<file path="config.mk">
export PLATFORM = sky130hd
export DESIGN_NAME = perf_monitor
export DESIGN_NICKNAME = d
export VERILOG_FILES = /design/src/rtl/perf_monitor.sv
export SDC_FILE = /design/constraint.sdc
export NUM_CORES = 1
export LEC_CHECK = 0
export CORE_UTILIZATION = 34
export DETAILED_ROUTE_END_ITERATION = 16
export SLEW_MARGIN = 40
export SYNTH_ARGS = -nofsm -noshare
export SYNTH_HDL_FRONTEND = slang
export SYNTH_SLANG_ARGS = --single-unit
</file>
<file path="constraint.sdc">
create_clock -name clk -period 3.54 [get_ports clk]
set_input_delay 0.885 -clock clk [delete_from_list [all_inputs] [get_ports clk]]
set_output_delay 0.885 -clock clk [all_outputs]
set_load 0.01 [all_outputs]
</file>
<file path="src/rtl/perf_monitor.sv">
// Performance monitor: cycle, instret and NUM_CTR event counters behind a small register file.
// Define PERF_OVF_IRQ_EN to enable OVF_MASK and the registered overflow interrupt on irq_o.
`timescale 1ns/1ps
module perf_monitor #(
  parameter int unsigned NUM_CTR = 4,
  parameter int unsigned CTR_W   = 32,
  parameter int unsigned EVT_W   = 8
) (
  input  logic             clk,
  input  logic             rst,
  input  logic             retire_i,
  input  logic [EVT_W-1:0] evt_i,
  input  logic             cfg_wen,
  input  logic [4:0]       cfg_addr,
  input  logic [CTR_W-1:0] cfg_wdata,
  input  logic             rd_en,
  output logic [CTR_W-1:0] rd_data,
  output logic             rd_valid,
  output logic             irq_o
);

  // Counter k (0 cycle, 1 instret, 2+i event counter i) lives at address k and OVF bit k.
  localparam int unsigned OVF_W = NUM_CTR + 2;
  localparam int unsigned WD_W  = (OVF_W > CTR_W) ? OVF_W : CTR_W;

  logic [CTR_W-1:0] cnt_q    [OVF_W];
  logic [CTR_W-1:0] cnt_d    [OVF_W];
  logic [4:0]       evtsel_q [NUM_CTR];
  logic [4:0]       evtsel_d [NUM_CTR];
  logic             en_q, en_d, halt_q, halt_d;
  logic [OVF_W-1:0] ovf_q, ovf_d, inc, wrap;
  logic [WD_W-1:0]  wdata_ext;
  logic [31:0]      evt_pad;
  logic [CTR_W-1:0] rd_mux;
  logic             wr_ctrl, clr, wr_ovf, count_en;
`ifdef PERF_OVF_IRQ_EN
  logic [OVF_W-1:0] mask_q, mask_d;
  logic             wr_mask;
`endif

  assign wdata_ext = WD_W'(cfg_wdata);
  // Zero padding makes any evtsel >= EVT_W select a constant-0 event.
  assign evt_pad   = 32'(evt_i);
  assign wr_ctrl   = cfg_wen && (cfg_addr == 5'h18);
  assign clr       = wr_ctrl && wdata_ext[1];
  assign wr_ovf    = cfg_wen && (cfg_addr == 5'h19);
  assign count_en  = en_q && !(halt_q && (|ovf_q));
`ifdef PERF_OVF_IRQ_EN
  assign wr_mask   = cfg_wen && (cfg_addr == 5'h1A);
`endif

  always_comb begin
    inc    = '0;
    inc[0] = count_en;
    inc[1] = count_en && retire_i;
    for (int i = 0; i < NUM_CTR; i++) begin
      inc[2+i] = count_en && evt_pad[evtsel_q[i]];
    end
  end

  always_comb begin
    wrap = '0;
    for (int k = 0; k < OVF_W; k++) begin
      cnt_d[k] = cnt_q[k];
      if (clr) begin
        cnt_d[k] = '0;
      end else if (cfg_wen && (cfg_addr == 5'(k))) begin
        cnt_d[k] = wdata_ext[CTR_W-1:0];
      end else if (inc[k]) begin
        cnt_d[k] = cnt_q[k] + CTR_W'(1);
        wrap[k]  = &cnt_q[k];
      end
    end
    for (int i = 0; i < NUM_CTR; i++) begin
      evtsel_d[i] = evtsel_q[i];
      if (cfg_wen && (cfg_addr == 5'(16 + i))) evtsel_d[i] = wdata_ext[4:0];
    end
    en_d   = wr_ctrl ? wdata_ext[0] : en_q;
    halt_d = wr_ctrl ? wdata_ext[2] : halt_q;
    // Set beats write-1-to-clear for a same-cycle wrap.
    if (clr) ovf_d = '0;
    else     ovf_d = (ovf_q & ~(wr_ovf ? wdata_ext[OVF_W-1:0] : '0)) | wrap;
`ifdef PERF_OVF_IRQ_EN
    mask_d = wr_mask ? wdata_ext[OVF_W-1:0] : mask_q;
`endif
  end

  always_comb begin
    rd_mux = '0;
    for (int k = 0; k < OVF_W; k++) begin
      if (cfg_addr == 5'(k)) rd_mux = cnt_q[k];
    end
    for (int i = 0; i < NUM_CTR; i++) begin
      if (cfg_addr == 5'(16 + i)) rd_mux = CTR_W'(evtsel_q[i]);
    end
    if (cfg_addr == 5'h18) rd_mux = CTR_W'({halt_q, 1'b0, en_q});
    if (cfg_addr == 5'h19) rd_mux = CTR_W'(ovf_q);
`ifdef PERF_OVF_IRQ_EN
    if (cfg_addr == 5'h1A) rd_mux = CTR_W'(mask_q);
`endif
  end

  always_ff @(posedge clk or negedge rst) begin
    if (!rst) begin
      for (int k = 0; k < OVF_W; k++) cnt_q[k] <= '0;
      for (int i = 0; i < NUM_CTR; i++) evtsel_q[i] <= '0;
      en_q     <= 1'b0;
      halt_q   <= 1'b0;
      ovf_q    <= '0;
      rd_data  <= '0;
      rd_valid <= 1'b0;
`ifdef PERF_OVF_IRQ_EN
      mask_q   <= '0;
      irq_o    <= 1'b0;
`endif
    end else begin
      for (int k = 0; k < OVF_W; k++) cnt_q[k] <= cnt_d[k];
      for (int i = 0; i < NUM_CTR; i++) evtsel_q[i] <= evtsel_d[i];
      en_q     <= en_d;
      halt_q   <= halt_d;
      ovf_q    <= ovf_d;
      rd_valid <= rd_en;
      if (rd_en) rd_data <= rd_mux;
`ifdef PERF_OVF_IRQ_EN
      mask_q   <= mask_d;
      irq_o    <= |(ovf_q & mask_q);
`endif
    end
  end

`ifndef PERF_OVF_IRQ_EN
  assign irq_o = 1'b0;
`endif

endmodule

</file>
==> flow_summary.ini <==
[critical_path]
crit_slowest_cell = or3_1
crit_arrival_ns = 3.58
cp-end-kind = flip-flop
worstPathRequired_ns = 4.04
worstReg2RegStart = ovf_q[2]
crit_fanout = 15
crit_chain = or4b_4, o41a_4, buf_4, or3_1, nor3_1, nand4_1, a21oi_1
r2r_slack_ns = 0.46
critPathMaxStageDelay_ns = 0.60
startpoint_type = flip-flop
critical_path_class = reg2reg
crit_start = ovf_q[2]

[sta]
relSlewSlack_pct = 47.0
hold_viol = 0
rsz0062_at_grt = no
max_freq_ghz = 0.324
min_period_ns = 3.08
setup_viol = 0
slew_violations = 0
whs_ns = 0.292
skew_ns = 0.0175
tightestPinTransition_ns = 0.787
post-route-period-util_pct = 87.1
setup_tns_ns = 0

[placement]
dpl.hpwl_um = 40000
port_buffers = 82
dpl-instance-area_mm2 = 0.0172
place.gp.congestion = 0.940

[floorplanning]
die_area_mm2 = 0.0458
fp.dieH_um = 214
start_util_pct = 34.5
io-pin-count = 84
coreArea_mm2 = 0.0442
row_count = 77
die_w_um = 214

[clock_network]
cts_tree = done
post_cts_buffers = 0
clock_path_buffers = 3
cts_root_buffer = clkbuf_16
cts_buffers = 30
htreeDepth = 1
cts_hold_buf = 0
clock_sinks = 253
ctsResizeCount = 0
clk_latency_ns = 0.58
clk_pin_slew_ns = 0.06

[global_routing]
grt_pass1_wl_um = 84400
globalRouteOverflowTotal = 0
antenna_found_initial = 0
grt_util_met1_pct = 32.2
use_met2_pct = 37.7
grt_busiest_layer = met2
grt_usage_pct = 23.4
grt_pass1_vias = 13900
grt_max_degree = 79
gr-usage-met3_pct = 2.76

[cells_and_area]
stdcell_area_mm2 = 0.0183
diodes = 0
area_growth_pct = 19.9
layout-drive-gt1-share_pct = 10.9
fin_nets = 1861
fin_util_pct = 41.4

[detailed_routing]
routedWlPerCell_um = 22.5
wl_um = 54400
drt_iter0_drc = 1617
drcViolationCount = 0
route.vias.total = 14400
drt_pass1_iterations = 8
ant_nets = 0
via_per_inst = 5.97

[synthesis]
syn_area_per_cell_um2 = 8.86
ys_seq_elements = 253
syn-cell-area_mm2 = 0.0153
yosys_most_used_dff = dfrtp_1
synth_top_area_share_pct = 41.5
ys_types = 66
synth.area.top_cells = dfrtp_1, a21oi_1, o21ai_0
syn_inst = 1724
async_flop_share_pct = 100
seq_area_frac_synth_pct = 41.5
synth_top_area_cell = dfrtp_1
synth_nets = 1780
ys_top_cells_by_count = dfrtp_1, a21oi_1, o21ai_0, nand2_1, clkbuf_1
synth_enable_flop_cells = 0
ys.warnings.count = 0
synth.most_common_cell = dfrtp_1

[pwr]
powerDensity_mw_per_mm2 = 555
p_leak_nw = 6.78
power_mw = 10.2
irDropWorstVdd_uv = 352

[hold_path]
hp-class = in2async

[job]
drv_cap = 0

[run_status]
outcome = complete, no violations
[cells by family after synthesis]
| family | share of synthesized area [%] |
|---|---|
| AOI/OAI and AO/OA | 22.3 |
| and+or+nand+nor | 19.8 |
| buffers and inverters | 3.44 |
| DFF | 41.5 |
| adders and majority gates | 0.492 |
| xor gates and xnor gates | 8.55 |
| muxes | 3.91 |
| other | 0.0246 |
[power by group]
part | leakage [nW] | internal (mW) | switching [mW]
sequential | 3.16 | 3.59 | 1.04
clock | 0.515 | 2.06 | 1.29
combinational | 3.11 | 1.09 | 1.10
total | 6.78 | 6.73 | 3.44
[through the flow]
stage / std cells / worst slack (ns)
after detailed placement: 2365 / 0.179
after floorplan: 1724 / 0.690
after global routing: 2421 / 0.423
after global placement: 2365 / 0.233
after CTS: 2421 / 0.496
final: 2421 / 0.457
[cell type report]
class,count,area (um2)
Inverter,18,67.6
Timing Repair Buffer,167,1650
Sequential cell,253,6330
Multi-Input combinational cell,1335,8460
Fill cell,4338,25900
Tap cell,592,741
Clock inverter,8,145
Clock buffer,48,920
[registers in the layout, indices dropped and copies added, names as in the netlist]
signal    flops
cnt_q       192
halt_q        1
en_q          1
ovf_q         6
evtsel_q     20
rd_valid      1
rd_data      32
[path summary, 6_finish.rpt]
kind / end / depth (start not counted)
worst max-delay path: ovf_q[4] / 7
worst min-delay path: rd_data[1] / 1
worst max register to register: ovf_q[4] / 7
max in group asynchronous: cnt_q[89] / 2
worst min register to register: evtsel_q[18] / 1
min in group clk: evtsel_q[18] / 1
[critical path: cells and delay by family, from the launching register on]
kind | cells | cell delay (ns)
buf+inv | 1 | 0.22
simple gates | 4 | 1.74
compound gates | 2 | 0.62
flops | 1 | 0.41
[cell usage in the layout, fill, tap and decap left out, types with 7 or more instances in the layout]
cell and n:
a211oi_1 7, a21oi_1 204, a222oi_1 25, a22oi_1 35
a311o_1 27, a31oi_1 9, and2_1 9, and3_1 31
and4_1 22, buf_12 15, buf_4 70, clkbuf_1 9
clkbuf_16 31, clkbuf_8 8, clkdlybuf4s50_1 80, dfrtp_1 253
inv_1 18, mux2_2 25, mux2i_1 9, mux4_2 10
nand2_1 138, nand2b_1 12, nand3_1 87, nand4_1 49
nor2_1 69, nor2b_1 31, nor3_1 55, nor4_1 21
o211ai_1 15, o21ai_0 176, o22ai_1 8, or3_1 9
xnor2_1 81, xor2_1 68
[routing by layer]
metal | part of all wire [%] | up-vias
met5 | 0 | -
met4 | 3.9 | 0
met3 | 6.9 | 128
met2 | 46 | 623
met1 | 43 | 7078
li1 | - | 6619
No activity file was read; power rests on OpenSTA's default activity.
